===== config.mk =====
export PLATFORM = sky130hd
export DESIGN_NAME = axi_lite_master_port
export DESIGN_NICKNAME = d
export VERILOG_FILES = /design/src/rtl/axi_lite_master_port.sv
export SDC_FILE = /design/constraint.sdc
export NUM_CORES = 1
export LEC_CHECK = 0
export ABC_AREA = 1
export CAP_MARGIN = 20
export CELL_PAD_IN_SITES_DETAIL_PLACEMENT = 1
export CELL_PAD_IN_SITES_GLOBAL_PLACEMENT = 2
export CORE_MARGIN = 2
export CORE_UTILIZATION = 22
export CTS_CLUSTER_SIZE = 16
export DETAILED_ROUTE_END_ITERATION = 8
export GPL_TIMING_DRIVEN = 0
export HOLD_SLACK_MARGIN = 0.08
export PLACE_DENSITY = 0.93
export SKIP_LAST_GASP = 1
export SYNTH_ARGS = -nofsm -noshare
export SYNTH_HDL_FRONTEND = slang
export SYNTH_SLANG_ARGS = --single-unit
export TNS_END_PERCENT = 100

===== constraint.sdc =====
create_clock -name clk_i -period 4.5 [get_ports clk_i]
set_clock_uncertainty 0.2 [all_clocks]
set_input_delay 0.9 -clock clk_i [delete_from_list [all_inputs] [get_ports clk_i]]
set_output_delay 0.9 -clock clk_i [all_outputs]
set_load 0.01 [all_outputs]

===== src/rtl/axi_lite_master_port.sv =====
`default_nettype none
//==============================================================================
// Module      : axi_lite_master_port
// Description : Single-outstanding request-to-AXI4-Lite master bridge.
//               Optional 16-bit saturating error counter (err_cnt_o) when
//               AXI_LITE_MASTER_ERR_CNT_EN is defined.
// Revision    : 1.0 - initial release
//==============================================================================
module axi_lite_master_port #(
    parameter int AXI_ADDR_WIDTH = 64,
    parameter int AXI_DATA_WIDTH = 64
) (
    input  logic                        clk_i,
    input  logic                        rst_ni,
    // request side
    input  logic                        req_i,
    input  logic                        we_i,
    input  logic [AXI_ADDR_WIDTH-1:0]   addr_i,
    input  logic [AXI_DATA_WIDTH-1:0]   wdata_i,
    input  logic [AXI_DATA_WIDTH/8-1:0] be_i,
    output logic                        gnt_o,
    output logic                        rsp_valid_o,
    output logic [AXI_DATA_WIDTH-1:0]   rsp_rdata_o,
    output logic                        rsp_err_o,
    // AXI4-Lite write address
    output logic                        aw_valid_o,
    input  logic                        aw_ready_i,
    output logic [AXI_ADDR_WIDTH-1:0]   aw_addr_o,
    output logic [2:0]                  aw_prot_o,
    // AXI4-Lite write data
    output logic                        w_valid_o,
    input  logic                        w_ready_i,
    output logic [AXI_DATA_WIDTH-1:0]   w_data_o,
    output logic [AXI_DATA_WIDTH/8-1:0] w_strb_o,
    // AXI4-Lite write response
    input  logic                        b_valid_i,
    output logic                        b_ready_o,
    input  logic [1:0]                  b_resp_i,
    // AXI4-Lite read address
    output logic                        ar_valid_o,
    input  logic                        ar_ready_i,
    output logic [AXI_ADDR_WIDTH-1:0]   ar_addr_o,
    output logic [2:0]                  ar_prot_o,
    // AXI4-Lite read data
    input  logic                        r_valid_i,
    output logic                        r_ready_o,
    input  logic [AXI_DATA_WIDTH-1:0]   r_data_i,
    input  logic [1:0]                  r_resp_i
`ifdef AXI_LITE_MASTER_ERR_CNT_EN
    ,
    output logic [15:0]                 err_cnt_o
`endif
);

    localparam int c_STRB_WIDTH = AXI_DATA_WIDTH / 8;

    typedef enum logic [2:0] {
        S_IDLE   = 3'd0,
        S_WR_REQ = 3'd1,
        S_WR_RSP = 3'd2,
        S_RD_REQ = 3'd3,
        S_RD_RSP = 3'd4
    } state_t;

    state_t                    r_state;
    state_t                    w_state_nxt;

    logic [AXI_ADDR_WIDTH-1:0] r_addr;
    logic [AXI_DATA_WIDTH-1:0] r_wdata;
    logic [c_STRB_WIDTH-1:0]   r_be;
    logic                      r_aw_done;
    logic                      r_w_done;
    logic                      r_rsp_valid;
    logic                      r_rsp_err;
    logic [AXI_DATA_WIDTH-1:0] r_rsp_rdata;

    logic                      w_aw_ok;
    logic                      w_w_ok;
    logic                      w_wr_cpl;
    logic                      w_rd_cpl;

    // A channel counts as done if it handshook earlier or is handshaking now.
    assign w_aw_ok  = r_aw_done || (!r_aw_done && aw_ready_i);
    assign w_w_ok   = r_w_done  || (!r_w_done  && w_ready_i);
    assign w_wr_cpl = (r_state == S_WR_RSP) && b_valid_i;
    assign w_rd_cpl = (r_state == S_RD_RSP) && r_valid_i;

    always_comb begin
        w_state_nxt = r_state;
        gnt_o       = 1'b0;
        aw_valid_o  = 1'b0;
        w_valid_o   = 1'b0;
        b_ready_o   = 1'b0;
        ar_valid_o  = 1'b0;
        r_ready_o   = 1'b0;
        case (r_state)
            S_IDLE: begin
                gnt_o = req_i;
                if (req_i) begin
                    w_state_nxt = we_i ? S_WR_REQ : S_RD_REQ;
                end
            end
            S_WR_REQ: begin
                aw_valid_o = !r_aw_done;
                w_valid_o  = !r_w_done;
                if (w_aw_ok && w_w_ok) begin
                    w_state_nxt = S_WR_RSP;
                end
            end
            S_WR_RSP: begin
                b_ready_o = 1'b1;
                if (b_valid_i) begin
                    w_state_nxt = S_IDLE;
                end
            end
            S_RD_REQ: begin
                ar_valid_o = 1'b1;
                if (ar_ready_i) begin
                    w_state_nxt = S_RD_RSP;
                end
            end
            S_RD_RSP: begin
                r_ready_o = 1'b1;
                if (r_valid_i) begin
                    w_state_nxt = S_IDLE;
                end
            end
            default: w_state_nxt = S_IDLE;
        endcase
    end

    always_ff @(posedge clk_i or negedge rst_ni) begin
        if (!rst_ni) begin
            r_state     <= S_IDLE;
            r_addr      <= '0;
            r_wdata     <= '0;
            r_be        <= '0;
            r_aw_done   <= 1'b0;
            r_w_done    <= 1'b0;
            r_rsp_valid <= 1'b0;
            r_rsp_err   <= 1'b0;
            r_rsp_rdata <= '0;
        end else begin
            r_state     <= w_state_nxt;
            r_rsp_valid <= 1'b0;
            if ((r_state == S_IDLE) && req_i) begin
                r_addr  <= addr_i;
                r_wdata <= wdata_i;
                r_be    <= be_i;
            end
            if (r_state == S_WR_REQ) begin
                if (w_aw_ok && w_w_ok) begin
                    r_aw_done <= 1'b0;
                    r_w_done  <= 1'b0;
                end else begin
                    r_aw_done <= w_aw_ok;
                    r_w_done  <= w_w_ok;
                end
            end
            if (w_wr_cpl) begin
                r_rsp_valid <= 1'b1;
                r_rsp_err   <= |b_resp_i;
                r_rsp_rdata <= '0;
            end
            if (w_rd_cpl) begin
                r_rsp_valid <= 1'b1;
                r_rsp_err   <= |r_resp_i;
                r_rsp_rdata <= r_data_i;
            end
        end
    end

`ifdef AXI_LITE_MASTER_ERR_CNT_EN
    logic [15:0] r_err_cnt;

    // Counts each completed response flagged as an error, one cycle after the pulse.
    always_ff @(posedge clk_i or negedge rst_ni) begin
        if (!rst_ni) begin
            r_err_cnt <= '0;
        end else if (r_rsp_valid && r_rsp_err && (r_err_cnt != 16'hFFFF)) begin
            r_err_cnt <= r_err_cnt + 16'd1;
        end
    end

    assign err_cnt_o = r_err_cnt;
`endif

    assign rsp_valid_o = r_rsp_valid;
    assign rsp_err_o   = r_rsp_err;
    assign rsp_rdata_o = r_rsp_rdata;
    assign aw_addr_o   = r_addr;
    assign ar_addr_o   = r_addr;
    assign aw_prot_o   = 3'b000;
    assign ar_prot_o   = 3'b000;
    assign w_data_o    = r_wdata;
    assign w_strb_o    = r_be;

endmodule
`default_nettype wire


==> results.md, run 1 <==
- Largest net degree at the start of global routing: 108
- Worst reg2reg path startpoint: r_state[2]
- FF-to-FF End: ar_addr_o[24]
- Initial core utilization: 22.4%
- Simple-Gate Fraction of Synth Area: 29.8%
- Number of buffers created by CTS: 25
- Die width: 203 um
- CP Cell Sequence: clkdlybuf4s50_1 -> inv_1 -> nor3_2 -> buf_4 -> buf_4 -> clkdlybuf4s50_1
- Drt wl/cell: 17.1 um
- Main combinational cell family by area after synthesis: simple AND/OR/NAND/NOR gates
- Dominant cell by count in the synthesized netlist: nand2_1
- Worst path slowest cell: clkdlybuf4s50_1
- I/O Buffers: 484
- Lkg Pwr: 7.32 nW
- Share of cells above drive strength 1: 10.6%
- Final cycle utilization of the critical path: 91.8%
- Reg-to-reg slack, setup: 2.37 ns
- # nets final: 1,723
- Worst path required time: 3.40 ns
- Synth cell count leaders: 489 x nand2_1, 207 x dfrtp_1, 133 x nand3_1
- Status: complete, no violations
- Vias in the first global route: 9,171
- Post-Synth XOR/XNOR Area: 0%
- Setup TNS: 0 ns
- Routed vias: 8,591
- Pwr per Cell Area: 712 nW/um^2
- Top cell type by total area after synthesis: dfrtp_1
- Mapped Cells: 993
- Drt drc: 0
- Top routing layer in use: met4
- Number of diodes: 0
- DP Worst Slack: 0.200 ns
- Synth Flop Type: dfrtp_1
- Num rows: 72
- Post-synthesis mux area share: 0%
- DP HPWL: 27.0 mm
- Max incr delay on CP: 0.58 ns
- Overflow after GRT: 0
- Layout area overhead: 72.7%
- Family with the most delay on the worst path: buffers and inverters
- Yosys reg bits: 207
- Maximum VDD drop: 0.000280 V
- Die height: 203 um
- RSZ-0062 raised after global routing: no
- Initial antenna violation count: 0
- Vias/cell: 4.20
- Arr. time, crit path: 3.03 ns
- Final setup viols: 0
- Drt pass-1 iters: 4
- Max-Cap Viols: 0
- Min cycle time layout: 4.13 ns
- Wire length on met1: 14.0 mm
- Dpl cells: 2,001
- Slew @ Worst Pin: 0.857 ns
- Startpoint types: input pin
- Final Max Tran Viols: 0
- Initial drt markers: 284
- Worst-path clk slew: 0.06 ns
- Final hold viol count: 0
- Post-synth ARST share: 100%
- Relative slew slack: 42.9%
- Netlist cell types: 19
- Total GRT Usage: 16.7%
- Sum of buffers and inverters on the critical path: 5
- CP Capture Type: primary output
- Sequential element share of the synthesized area: 59.6%
- WL final: 34.9 mm
- Post-route ant nets: 0
- CTS tree: yes
- Area contributors post-synth: dfrtp_1 60%, nand2_1 21%, nand3_1 7.7%
- Worst R2R Path Depth: 7
- Final Hold Slack: 0.178 ns
- Setup Buffers After CTS: 0
- DIE AREA: 41,100 sq um
- Met3 routed WL: 2.24 mm
- Routability cong.: 0.778
- Number of flops mapped to enable cells by yosys: 0
- First-pass GRT wire length: 54.1 mm
- Crit path kind: in -> out
- Post-synthesis average cell area: 8.75 sq um
- Top-area cell type share of the netlist area: 59.6%
- Adder-Cell Fraction of Synth Area: 0%
- Max Buffers Root-to-Sink: 3
- Met2 wire len: 17.7 mm
- Fin cells: 2,045
- Fmax: 242 MHz
- Worst hold path class: in -> async
- Final Total Pwr: 0.0107 W
- Synth Area in Compound Gates: 0.374%
- Clock H-tree levels: 1
- Mapped cell area: 8690 sq um
- Worst skew pair latency: 0.53 ns
- Crit path max fanout: 10
- IO Pins: 491
- Synthesis warning total: 0
- Post-CTS Hold Fix Bufs: 0
- Post-cts resize count: 0
- Setup WS post-layout: 0.368 ns
- CTS Sinks: 207
- Core outline area: 38,800 sq um
- CTS root buffer: clkbuf_16
## area by class of cell
type,count,area (sq um)
Inverter,14,52.6
Multi-Input combinational cell,649,2640
Fill cell,4541,23800
Tap cell,518,648
Sequential cell,207,5180
Buffer,128,832
Timing Repair Buffer,485,4880
Clock inverter,3,18.8
Clock buffer,41,756
## worst reg2reg max path: stages, from the launching register on
cell     delay (ns)
dfrtp_1        0.42
inv_2          0.13
nand2_1        0.09
nor3_2         0.37
buf_4          0.32
buf_4          0.28
nand2_1        0.16
nand2_1        0.10
## stage by stage
step | cell area [sq um] | utilization, %
final | 15000 | 38.6
after global routing | 15000 | 38.6
after CTS | 15000 | 38.6
after detailed placement | 14200 | 36.7
after global placement | 14200 | 36.6
after floorplan | 8710 | -
## cell families after synthesis
family / Yosys count
AND/OR/NAND/NOR: 637
buffers and inverters: 142
flip-flops: 207
other: 1
AO/OA/AOI/OAI: 6
## cells in the final DEF (no fill, tap or decap), types with 6 or more instances in the layout
| cell type | Yosys | final |
|---|---|---|
| nand2_1 | 489 | 489 |
| clkdlybuf4s50_1 | 0 | 483 |
| dfrtp_1 | 207 | 207 |
| nand3_1 | 133 | 133 |
| buf_4 | 82 | 82 |
| buf_2 | 35 | 35 |
| clkbuf_16 | 0 | 25 |
| clkbuf_1 | 10 | 19 |
| inv_1 | 9 | 9 |
| nor2_1 | 7 | 7 |
| clkbuf_8 | 0 | 7 |
| conb_1 | 1 | 6 |
## state kept, by name (all words and copies together) (netlist names)
name         count
r_aw_done        1
rsp_err_o        1
w_strb_o         8
r_w_done         1
rsp_rdata_o     64
rsp_valid_o      1
ar_addr_o       64
r_state          3
w_data_o        64
## layer usage
layer  vias up  GRT usage (%)
met3        60           3.77
met5         -              0
met2       297           29.6
met4         0           5.32
li1       4057              -
met1      4177           20.1
## worst max path at each step
| stage | depth (start not counted) | end | from | slack [ns] |
|---|---|---|---|---|
| after floorplan | 4 | gnt_o | req_i | 1.92 |
| after global placement | 1 | rsp_rdata_o[24] | rst_ni | -6.88 |
| after detailed placement | 6 | gnt_o | req_i | 0.20 |
| after CTS | 6 | gnt_o | req_i | 0.19 |
| after global routing | 6 | gnt_o | req_i | 0.14 |
| final | 6 | gnt_o | req_i | 0.37 |
## report_power, final
| part | switching, W | internal [W] | leakage, nW |
|---|---|---|---|
| Clock | 0.000799 | 0.00114 | 0.381 |
| Combinational | 0.00242 | 0.00294 | 4.28 |
| Sequential | 0.000618 | 0.00276 | 2.66 |
| Total | 0.00384 | 0.00684 | 7.32 |
No activity file was read; power rests on OpenSTA's default activity.
==> run 2, diff against run 1 <==
--- a/config.mk
+++ b/config.mk
@@ -13,9 +13,12 @@
 export CORE_UTILIZATION = 22
 export CTS_CLUSTER_SIZE = 16
 export DETAILED_ROUTE_END_ITERATION = 8
+export GPL_ROUTABILITY_DRIVEN = 1
 export GPL_TIMING_DRIVEN = 0
 export HOLD_SLACK_MARGIN = 0.08
 export PLACE_DENSITY = 0.93
+export RECOVER_POWER = 100
+export SETUP_SLACK_MARGIN = 0.1
 export SKIP_LAST_GASP = 1
 export SYNTH_ARGS = -nofsm -noshare
 export SYNTH_HDL_FRONTEND = slang
==> run 2 against run 1 <==
  * The flow now finishes with violations (capacitance limit, slew limit)
  * Final area decreased by 0.22%
  * Worst setup slack got worse by 0.057 ns
  * Clock power about the same
  * First-iteration DRC count increased by 7.4%
  * Critical endpoint unchanged
  * Highest routed layer unchanged
==> results.md, run 2 (same netlist as run 1, synthesis figures left out) <==
- Status: finished, violations left (was complete, no violations)
- Failing checks: capacitance limit, slew limit
- Worst-path clk slew: 0.06 ns (about the same)
- Crit path max fanout: 10 (unchanged)
- Worst hold path class: reg -> reg (was in -> async)
- First-pass GRT wire length: 54.1 mm (unchanged)
- Share of cells above drive strength 1: 9.30% (was 10.6%)
- Worst skew pair latency: 0.53 ns (about the same)
- Final Hold Slack: 0.262 ns (was 0.178 ns)
- Layout area overhead: 72.4% (was 72.7%)
- Clock H-tree levels: 1 (unchanged)
- Max-Cap Viols: 1 (was 0)
- Fmax: 239 MHz (was 242 MHz)
- Vias/cell: 4.21 (was 4.20)
- I/O Buffers: 484 (unchanged)
- # nets final: 1,723 (unchanged)
- Routed vias: 8,624 (was 8,591)
- Drt wl/cell: 17.0 um (was 17.1 um)
- Post-cts resize count: 0 (unchanged)
- Initial drt markers: 305 (was 284)
- Die height: 203 um (unchanged)
- Drt drc: 0 (unchanged)
- CTS root buffer: clkbuf_16 (unchanged)
- CTS tree: yes (unchanged)
- Vias in the first global route: 9,171 (unchanged)
- Worst path required time: 3.40 ns (about the same)
- Utilization after layout: 38.6% (about the same)
- Min cycle time layout: 4.19 ns (was 4.13 ns)
- Routability cong.: 0.778 (unchanged)
- Initial antenna violation count: 2 (was 0)
- RSZ-0062 raised after global routing: no (unchanged)
- Final setup viols: 0 (unchanged)
- Sequential group share of total power: 32.8% (was 31.7%)
- Internal power: 0.00639 W (was 0.00684 W)
- Post-route ant nets: 0 (unchanged)
- Met2 wire len: 17.6 mm (was 17.7 mm)
- Top routing layer in use: met4 (unchanged)
- WL final: 34.9 mm (about the same)
- Commonest cells after routing, fill and taps aside: 489 x nand2_1, 273 x dlygate4sd3_1, 210 x clkdlybuf4s50_1 (was 489 x nand2_1, 483 x clkdlybuf4s50_1, 207 x dfrtp_1)
- CP Capture Type: primary output (unchanged)
- Wire length on met1: 13.9 mm (was 14.0 mm)
- CTS Sinks: 207 (unchanged)
- Arr. time, crit path: 3.09 ns (was 3.03 ns)
- Maximum VDD drop: 0.000266 V (was 0.000280 V)
- Num rows: 72 (unchanged)
- Drt pass-1 iters: 4 (unchanged)
- Number of buffers created by CTS: 25 (unchanged)
- Post-CTS Hold Fix Bufs: 0 (unchanged)
- DIE AREA: 41,100 sq um (unchanged)
- Lkg Pwr: 7.76 nW (was 7.32 nW)
- Total GRT Usage: 16.7% (unchanged)
- Final Total Pwr: 0.0102 W (was 0.0107 W)
- Core outline area: 38,800 sq um (unchanged)
- Pwr per Cell Area: 680 nW/um^2 (was 712 nW/um^2)
- Commonest non-fill, non-tap cell in the layout: nand2_1 (unchanged)
- Final cycle utilization of the critical path: 93.1% (was 91.8%)
- Crit path kind: in -> out (unchanged)
- Slew @ Worst Pin: 2.70 ns (was 0.857 ns)
- Initial core utilization: 22.4% (unchanged)
- DP HPWL: 27.0 mm (unchanged)
- IO Pins: 491 (unchanged)
- Met3 routed WL: 2.29 mm (was 2.24 mm)
- Setup Buffers After CTS: 0 (unchanged)
- Startpoint types: input pin (unchanged)
- Clock share of power: 19.0% (was 18.1%)
- Sw frac: 37.2% (was 35.9%)
- Die width: 203 um (unchanged)
- Largest net degree at the start of global routing: 108 (unchanged)
- Overflow after GRT: 0 (unchanged)
- Combinational Power Share: 48.1% (was 50.2%)
- Relative slew slack: -80.0% (was 42.9%)
- Final Max Tran Viols: 101 (was 0)
- Final hold viol count: 0 (unchanged)
- Max Buffers Root-to-Sink: 3 (unchanged)
- Switch Pwr: 0.00379 W (was 0.00384 W)
-- run 2: cell count changes in the layout (fill, tap and decap cells not counted) --
cell	previous run	this run
buf_4	82	80
clkdlybuf4s50_1	483	210
buf_2	35	19
clkbuf_1	19	37
inv_2	5	3
clkinv_1	0	1
diode_2	0	2
dlygate4sd3_1	0	273
inv_1	9	10
clkbuf_2	0	1
buf_8	1	0
-- run 2: metal layers --
layer,vias up,GRT usage (%)
met2,303,29.6
met3,59,3.77
met5,-,0
li1,4065,-
met1,4197,20.1
met4,0,5.32
-- run 2: stage by stage --
| stage | setup slack, ns | instances | setup TNS, ns | instance area (sq um) |
|---|---|---|---|---|
| after global routing | 0.0899 | 2047 | 0 | 15000 |
| after floorplan | 1.92 | 998 | 0 | 8710 |
| after detailed placement | 0.200 | 2001 | 0 | 14200 |
| after global placement | -6.88 | 2000 | -1418.79 | 14200 |
| after CTS | 0.194 | 2045 | 0 | 15000 |
| final | 0.312 | 2047 | 0 | 15000 |
-- run 2: critical path, stage by stage --
cell and delay (ns):
dlygate4sd3_1 0.53, inv_1 0.07, nor3_2 0.39, buf_4 0.31, buf_4 0.28, clkdlybuf4s50_1 0.58
-- run 2: cell type report --
type / count / area [sq um]
Buffer: 128 / 805
Inverter: 14 / 52.6
Sequential cell: 207 / 5180
Clock inverter: 3 / 18.8
Fill cell: 4553 / 23900
Clock buffer: 41 / 756
Tap cell: 518 / 648
Antenna cell: 2 / 5.00
Timing Repair Buffer: 485 / 4870
Multi-Input combinational cell: 649 / 2640
-- run 2: final timing paths --
| check | from | endpoint | cells after the start | slack (ns) |
|---|---|---|---|---|
| min in group asynchronous | rst_ni | ar_addr_o[63] | 1 | 0.96 |
| min | w_data_o[6] | w_data_o[6] | 2 | 0.26 |
| max in group asynchronous | rst_ni | rsp_rdata_o[39] | 1 | 1.48 |
| max reg2reg | r_state[2] | ar_addr_o[27] | 8 | 1.80 |
| max | req_i | gnt_o | 6 | 0.31 |
| min reg2reg | w_data_o[6] | w_data_o[6] | 2 | 0.26 |
-- run 2: power groups by stage --
stage / Clock (W) / Combinational [W] / Sequential (W)
5_1_grt: 0.00207 / 0.00539 / 0.00347
6_report: 0.00194 / 0.00490 / 0.00334
2_1_floorplan: 0 / 0.00182 / 0.00372
3_3_place_gp: 0 / 0.00532 / 0.00338
3_5_place_dp: 0 / 0.00545 / 0.00341
4_1_cts: 0.00201 / 0.00547 / 0.00340
==> run 3, diff against run 2 <==
--- a/config.mk
+++ b/config.mk
@@ -8,15 +8,15 @@
 export ABC_AREA = 1
 export CAP_MARGIN = 20
 export CELL_PAD_IN_SITES_DETAIL_PLACEMENT = 1
-export CELL_PAD_IN_SITES_GLOBAL_PLACEMENT = 2
-export CORE_MARGIN = 2
-export CORE_UTILIZATION = 22
+export CELL_PAD_IN_SITES_GLOBAL_PLACEMENT = 1
+export CORE_AREA = 2 2 193 195
 export CTS_CLUSTER_SIZE = 16
 export DETAILED_ROUTE_END_ITERATION = 8
+export DIE_AREA = 0 0 195 197
 export GPL_ROUTABILITY_DRIVEN = 1
 export GPL_TIMING_DRIVEN = 0
 export HOLD_SLACK_MARGIN = 0.08
-export PLACE_DENSITY = 0.93
+export PLACE_DENSITY = 0.81
 export RECOVER_POWER = 100
 export SETUP_SLACK_MARGIN = 0.1
 export SKIP_LAST_GASP = 1
==> run 3 against run 2 <==
  * The run still ends with capacitance limit, slew limit left
  * Final area shrank 0.69%
  * Global-route usage grew 1.2 points
  * Combinational power grew 1%
  * Maximum frequency shrank 0.64%
  * Critical path type unchanged
  * Largest cell class unchanged
  * Largest power group unchanged
==> results.md, run 3 (same netlist as run 1, synthesis figures left out) <==
- Status: finished, violations left (unchanged)
- Failing checks: capacitance limit, slew limit (unchanged)
- Relative slew slack: -75.0% (was -80.0%)
- RSZ-0062 raised after global routing: no (unchanged)
- Overflow after GRT: 0 (unchanged)
- Finished Cell Area: 14,900 sq um (was 15,000 sq um)
- # nets final: 1,722 (was 1,723)
- Initial drt markers: 247 (was 305)
- CP Capture Type: primary output (unchanged)
- CTS tree: yes (unchanged)
- I/O Buffers: 484 (unchanged)
- Lkg Pwr: 7.74 nW (was 7.76 nW)
- Share of cells above drive strength 1: 9.12% (was 9.30%)
- Startpoint types: input pin (unchanged)
- Crit path max fanout: 10 (unchanged)
- Number of buffers created by CTS: 24 (was 25)
- Worst-path clk slew: 0.06 ns (about the same)
- Die width: 195 um (was 203 um)
- Drt pass-1 iters: 4 (unchanged)
- CP Launch Point: req_i (unchanged)
- Drt drc: 0 (unchanged)
- Critical hold path startpoint: w_data_o[15] (was w_data_o[6])
- Max-Cap Viols: 1 (unchanged)
- Routed vias: 8,665 (was 8,624)
- Die height: 197 um (was 203 um)
- Final Max Tran Viols: 98 (was 101)
- M2 GR Usage: 31.9% (was 29.6%)
- Core outline area: 36,300 sq um (was 38,800 sq um)
- DIE AREA: 38,400 sq um (was 41,100 sq um)
- Vias/cell: 4.35 (was 4.21)
- WL final: 35.4 mm (was 34.9 mm)
- First-pass GRT wire length: 53.9 mm (was 54.1 mm)
- Routability cong.: 0.810 (was 0.778)
- Commonest cells after routing, fill and taps aside: 489 x nand2_1, 274 x dlygate4sd3_1, 209 x clkdlybuf4s50_1 (was 489 x nand2_1, 273 x dlygate4sd3_1, 210 x clkdlybuf4s50_1)
- Final hold viol count: 0 (unchanged)
- Clock H-tree levels: 1 (unchanged)
- Setup Buffers After CTS: 0 (unchanged)
- Initial antenna violation count: 0 (was 2)
- Met1 Use GR: 21.3% (was 20.1%)
- Fmax: 237 MHz (was 239 MHz)
- M3 GR Usage: 3.75% (was 3.77%)
- DP HPWL: 27.5 mm (was 27.0 mm)
- Post-CTS Hold Fix Bufs: 0 (unchanged)
- Worst reg2reg path startpoint: r_state[2] (unchanged)
- Num rows: 70 (was 72)
- Max Buffers Root-to-Sink: 3 (unchanged)
- Post-route ant nets: 0 (unchanged)
- Drt wl/cell: 17.8 um (was 17.0 um)
- Worst skew pair latency: 0.52 ns (was 0.53 ns)
- Final cycle utilization of the critical path: 93.7% (was 93.1%)
- Pwr per Cell Area: 684 nW/um^2 (was 680 nW/um^2)
- Post-DP Area: 14,200 sq um (about the same)
- GR peak layer: met2 (unchanged)
- Slew @ Worst Pin: 2.63 ns (was 2.70 ns)
- Fillers: 4,219 (was 4,553)
- CTS root buffer: clkbuf_16 (unchanged)
- Layout area overhead: 71.2% (was 72.4%)
- Worst path required time: 3.40 ns (about the same)
- Vias in the first global route: 9,280 (was 9,171)
- Arr. time, crit path: 3.11 ns (was 3.09 ns)
- CTS Sinks: 207 (unchanged)
- IO Pins: 491 (unchanged)
- Crit path kind: in -> out (unchanged)
- Total GRT Usage: 18.0% (was 16.7%)
- Final setup viols: 0 (unchanged)
- Commonest non-fill, non-tap cell in the layout: nand2_1 (unchanged)
- Post-cts resize count: 0 (unchanged)
- Worst hold path class: reg -> reg (unchanged)
- Maximum VDD drop: 0.000300 V (was 0.000266 V)
- Setup TNS: 0 ns (unchanged)
- Initial core utilization: 24.0% (was 22.4%)
- Largest net degree at the start of global routing: 111 (was 108)
- Min cycle time layout: 4.21 ns (was 4.19 ns)
[run 3: area by class of cell]
cell class                 count  area, sq um  share of cell area [%]
clock buffer                  38          683                    4.59
multi-input combinational    649         2640                    17.8
sequential                   207         5180                    34.8
tap                          468          586                    3.94
inverter                      14         52.6                   0.353
antenna                        1         2.50                  0.0168
clock inverter                 3         51.3                   0.345
timing repair buffer         485         4870                    32.7
buffer                       128          807                    5.43
[run 3: routing by layer]
layer  up-vias  routed length (um)  share of wire, %
met1      4238               14100                40
met2       295               18000                51
met5         -                   0                 0
met3        81                1990               5.6
met4         0                1330               3.8
li1       4051                   -                 -
[run 3: worst paths after layout]
check	to	slack, ns	cells past startpoint
max reg2reg	w_data_o[17]	1.78	8
max in group asynchronous	w_data_o[40]	1.55	1
min reg2reg	w_data_o[15]	0.26	2
min	w_data_o[15]	0.26	2
min in group asynchronous	ar_addr_o[10]	0.92	1
max	gnt_o	0.29	6
[run 3: per-stage QoR]
stage	setup WS, ns	power (W)	hold WS [ns]	std cells	util [%]
after floorplan	1.92	0.00553	0.309	998	-
after global placement	-6.90	0.00868	0.253	1950	39.0
after detailed placement	0.259	0.00889	0.258	1951	39.1
after CTS	0.254	0.0108	0.199	1992	41.1
after global routing	0.159	0.0109	0.291	1992	41.0
final	0.285	0.0102	0.263	1993	41.0
[run 3: worst max-delay path: stages]
cell	delay, ns
dlygate4sd3_1	0.52
inv_1	0.07
nor3_2	0.55
buf_4	0.32
buf_4	0.20
clkdlybuf4s50_1	0.55
[run 3: where the power goes]
| part | internal (W) | total (W) | switching (W) |
|---|---|---|---|
| combinational | 0.00249 | 0.00495 | 0.00245 |
| clock | 0.00109 | 0.00188 | 0.000783 |
| sequential | 0.00276 | 0.00335 | 0.000586 |
| total | 0.00635 | 0.0102 | 0.00382 |
==> variant 1, RTL diff (settings of run 2) <==
Add a define of `AXI_LITE_MASTER_ERR_CNT_EN`.
--- a/src/rtl/axi_lite_master_port.sv
+++ b/src/rtl/axi_lite_master_port.sv
@@ -8,2 +8,4 @@
 //==============================================================================
+`define AXI_LITE_MASTER_ERR_CNT_EN
+
 module axi_lite_master_port #(
Check against the original RTL (old outputs only; new: err_cnt_o): equivalent (Yosys induction, for registers that start in step).
==> variant 1 against run 2 <==
  * The flow still finishes with violations (max-capacitance violations, max-slew violations)
  * Maximum frequency is 1.7% higher
  * Sequential power is 6.3% higher
  * Sequential cell count grew 16
  * Count of clock-buffer cells in the layout decreased by 3
  * First-iteration DRC count grew 60%
  * Synthesized area is 12% higher
  * Design area rose by 9.5%
  * Wire length rose by 14%
  * Worst setup slack better by 0.071 ns
  * Total power grew 6.6%
  * Largest cell class unchanged
==> variant 1: results (changes against run 2) <==
{| class="wikitable"
! Metric !! Value
|-
| Status || finished, violations left
|-
| Violations in the final reports || max-capacitance violations, max-slew violations
|-
| Post-Syn Area || 0.009723 mm² (+12%)
|-
| Seq/Total Area, Yosys || 0.5739 (-0.02236)
|-
| DR vias || 9,695 (+12%)
|-
| Fin nets || 1,898 (+10%)
|-
| Vias in the first global route || 10,404 (+13%)
|-
| Worst hold margin || 0.2624 ns (+0.0004250 ns)
|-
| Min-Delay Path Depth || 2 (unchanged)
|-
| Top cell types by occurrence after synthesis || nand2_1 (558), dfrtp_1 (223), nand3_1 (142)
|-
| Post-synthesis compound-gate area fraction || 0.005662 (+0.001917)
|-
| GP Congestion || 0.8533 (+9.7%)
|-
| Number of max-cap violations || 1 (unchanged)
|-
| Leakage power figure || 8.460 nW (+9.0%)
|-
| 1st-iter DRT viols || 488 (+60%)
|-
| Top cells by area in the synthesized netlist || dfrtp_1 (57%), nand2_1 (22%), nand3_1 (7.3%), buf_4 (6.3%), buf_2 (1.6%)
|-
| CTS H-tree depth || 1 (unchanged)
|-
| Global-route wire length before repair || 62,170 µm (+15%)
|-
| # port buffers || 500 (+3.3%)
|-
| Hold Crit Class || reg2reg
|-
| Internal portion of total power || 0.006818 W (+6.7%)
|-
| Half-perimeter wire length of the detailed placement result || 30,800 µm (+14%)
|-
| Launching instance or port of the critical path || req_i
|-
| GRT Util Overall || 0.1711 (+0.003797)
|-
| R2R Path End || w_data_o[42]$_DFFE_PN0P_
|-
| Critical path arrival || 3.02 ns (-0.07 ns)
|-
| WL final || 39,660 µm (+14%)
|-
| Number of setup buffers added after CTS || 0 (unchanged)
|-
| Worst vdd ir || 0.2530 mV (-4.9%)
|-
| Post-Synth XOR/XNOR Area || 0.002702 (+0.002702)
|-
| Hold Crit Endpoint || w_data_o[22]$_DFFE_PN0P_
|-
| YS warnings || 0 (unchanged)
|-
| Maximum number of pins on one net before global-route repair || 112 (+3.7%)
|-
| Reg2reg path depth || 8 (unchanged)
|-
| Drt first pass iters || 4 (unchanged)
|-
| Number of filler instances in the final layout || 5,248 (+15%)
|-
| Clock Latency Late Sink || 0.55 ns (+0.02 ns)
|-
| CP Capture Point || gnt_o
|-
| Pins Over Slew Limit || 112 (+11%)
|-
| Headroom to the max-slew limit || -0.07166 (+0.7287)
|-
| Slowest Stage Delay on Critical Path || 0.62 ns (+0.04 ns)
|-
| Num CTS Buffers || 27 (+8.0%)
|-
| Multiplexer share of the synthesized area || 0 (unchanged)
|-
| Max clock buf depth || 3 (unchanged)
|-
| Launch instance of the worst min-delay path || w_data_o[22]$_DFFE_PN0P_
|-
| Adder-Cell Fraction of Synth Area || 0.001287 (+0.001287)
|-
| Number of hold buffers added after CTS || 1 (+1)
|-
| Largest fanout on the critical path || 10 (unchanged)
|-
| Flop-to-flop setup slack || 2.13 ns (+0.33 ns)
|-
| Yosys cell types || 27 (+8)
|-
| Antenna violations before repair || 1 (-1)
|-
| Layout cells sized above 1 || 0.09278 (-0.0002153)
|}
## variant 1: critical path: cells and delay by family
kind / cells / cell delay, ns
AND/OR/NAND/NOR: 1 / 0.31
buffers and inverters: 5 / 1.80
## variant 1: power groups by stage
| stage | clock network (W) | logic, W | registers (W) |
|---|---|---|---|
| floorplan | 0 | 0.00188 | 0.00390 |
| global placement | 0 | 0.00541 | 0.00359 |
| detailed placement | 0 | 0.00557 | 0.00363 |
| CTS | 0.00235 | 0.00560 | 0.00361 |
| global route | 0.00243 | 0.00548 | 0.00368 |
| finish | 0.00227 | 0.00503 | 0.00355 |
## variant 1: layout make-up
class,count,area (µm²),area share
diodes,1,2.502,0.0001526
plain buffers,128,819.5,0.04997
clock buffers,38,817.0,0.04981
clock inverters,10,106.4,0.006484
inverters,31,116.4,0.007094
multi-input cells,770,3176,0.1936
flip-flops and latches,223,5580,0.3402
well taps,592,740.7,0.04516
repair buffers,503,5044,0.3075
## variant 1: per-stage QoR
stage	util	std cells	setup WS [ns]	area, µm²	power [W]
2_1_floorplan	-	1152	1.908	9742	0.005775
3_3_place_gp	0.3525	2244	-7.731	15490	0.008999
3_5_place_dp	0.3539	2246	0.3537	15550	0.009204
4_1_cts	0.3751	2295	0.3829	16480	0.01156
5_1_grt	0.3733	2296	0.2763	16400	0.01160
6_report	0.3733	2296	0.3825	16400	0.01085
## variant 1: cell families after synthesis
family / after synthesis
compound gates: 10
xor+xnor: 3
fa+ha+maj: 1
buf+inv: 159
flops: 223
other cells: 1
simple gates: 750
## variant 1: per-layer routing
metal,global-route usage,vias to the layer above,part of all wire
li1,-,4602,-
met1,0.2072,4751,0.41
met2,0.3050,291,0.51
met3,0.03262,51,0.052
met4,0.05579,0,0.028
met5,0,-,0
==> variant 2, RTL diff (flow settings as in run 2) <==
Without the edit above. Put one more register stage on the output `rsp_err_o`, cleared by the reset. The value now appears one clock later. The other outputs are not delayed to match.
--- a/src/rtl/axi_lite_master_port.sv
+++ b/src/rtl/axi_lite_master_port.sv
@@ -188,3 +188,9 @@
     assign rsp_valid_o = r_rsp_valid;
-    assign rsp_err_o   = r_rsp_err;
+    always_ff @(posedge clk_i or negedge rst_ni) begin
+        if (!rst_ni) begin
+            rsp_err_o <= '0;
+        end else begin
+            rsp_err_o <= r_rsp_err;
+        end
+    end
     assign rsp_rdata_o = r_rsp_rdata;
Formal check against the unedited RTL: not equivalent (a bounded check fails within 4 cycles, from zero or initial values and one cycle with rst_ni low).
==> variant 2 against run 2 <==
  * Utilization grew 0.28 points
  * Design area grew 0.72%
  * Total power grew 2.0%
  * Wire length grew 0.79%
  * Synthesized area grew 0.29%
  * Synthesized cell count grew 0.10%
  * Via count grew 0.39%
  * Critical path type unchanged
  * Sequential cell count grew 1
  * The flow still finishes with violations (max-capacitance violations, max-slew violations)
  * Worst setup slack gained 0.13 ns
  * Die area grew 0.29%
==> variant 2: results (changes against run 2) <==
{| class="wikitable"
! Metric !! Value
|-
| Status || finished, violations left
|-
| Violations in the final reports || max-capacitance violations, max-slew violations
|-
| Pins Over Slew Limit || 100 (-0.99%)
|-
| Top cell types by occurrence after synthesis || nand2_1 (489), dfrtp_1 (208), nand3_1 (133)
|-
| Worst vdd ir || 0.3054 mV (+15%)
|-
| DP Worst Slack || 0.3614 ns (+0.1613 ns)
|-
| Half-perimeter wire length of the detailed placement result || 27,080 µm (+0.28%)
|-
| Maximum number of pins on one net before global-route repair || 110 (+1.9%)
|-
| Worst hold margin || 0.1878 ns (-0.07412 ns)
|-
| Slowest Stage Delay on Critical Path || 0.56 ns (-0.02 ns)
|-
| Critical path arrival || 2.96 ns (-0.13 ns)
|-
| Headroom to the max-slew limit || -0.8029 (-0.002571)
|-
| DR vias || 8,658 (+0.39%)
|-
| Fraction of power spent switching nets || 0.3685 (-0.003635)
|-
| Number of max-cap violations || 1 (unchanged)
|-
| Vias in the first global route || 9,329 (+1.7%)
|-
| GP Congestion || 0.7847 (+0.91%)
|-
| Flop-to-flop setup slack || 2.00 ns (+0.20 ns)
|-
| Launch instance of the worst min-delay path || r_rsp_err$_DFFE_PN0P_
|-
| Post-detailed-route via-to-cell ratio || 4.223 (+0.25%)
|-
| Layout cells sized above 1 || 0.09542 (+0.002432)
|-
| Total area of sequential cells || 0.005205 mm² (+0.48%)
|-
| Fin nets || 1,725 (+0.12%)
|-
| Post-detailed-placement cell area || 0.01426 mm² (+0.18%)
|-
| Top cells by area in the synthesized netlist || dfrtp_1 (60%), nand2_1 (21%), nand3_1 (7.6%), buf_4 (7.1%), buf_2 (2.0%)
|-
| Num CTS Buffers || 26 (+4.0%)
|-
| Total instance count after detailed placement || 2,002 (+0.050%)
|-
| Mapped Cells || 994 (+0.10%)
|}
-- variant 2: worst paths after layout --
kind / end / depth (start not counted)
min: rsp_err_o$_DFF_PN0_ / 0
max: gnt_o / 6
min in group asynchronous: ar_addr_o[4]$_DFFE_PN0P_ / 1
max in group asynchronous: w_data_o[54]$_DFFE_PN0P_ / 1
max reg2reg: ar_addr_o[57]$_DFFE_PN0P_ / 8
min reg2reg: rsp_err_o$_DFF_PN0_ / 0
-- variant 2: final cells by class --
class	count	area share
Sequential cell	208	0.3451
Timing Repair Buffer	485	0.3227
Multi-Input combinational cell	649	0.1751
Buffer	128	0.05310
Clock buffer	40	0.05136
Tap cell	518	0.04298
Clock inverter	6	0.005725
Inverter	14	0.003485
Antenna cell	2	0.0003319
-- variant 2: metal layers --
layer	vias to the layer above	GRT usage	routed length [µm]
met5	-	0	0
met4	0	0.04380	748
met3	41	0.03756	2305
met2	308	0.3004	17910
met1	4240	0.1987	14180
li1	4069	-	-
-- variant 2: cells by family (layout without fill, tap and decap cells) --
family,count (synthesis),in the layout,synth area share
other,1,8,0.0004304
buffers and inverters,142,673,0.1015
AND/OR/NAND/NOR,637,637,0.2969
flip-flops,208,208,0.5974
AO/OA/AOI/OAI,6,6,0.003734
-- variant 2: worst register-to-register path: cells and delay by family (launching register included) --
kind                   cells  cell delay, ns
buffers and inverters      4            1.10
and+or+nand+nor            4            0.67
DFF                        1            0.41
-- variant 2: power by group through the flow --
stage                     Clock, W  Sequential [W]  Combinational (W)
after floorplan                  0         0.00373            0.00182
after global placement           0         0.00342            0.00530
after detailed placement         0         0.00346            0.00544
after CTS                  0.00218         0.00345            0.00547
after global routing       0.00224         0.00352            0.00536
final                      0.00210         0.00340            0.00488
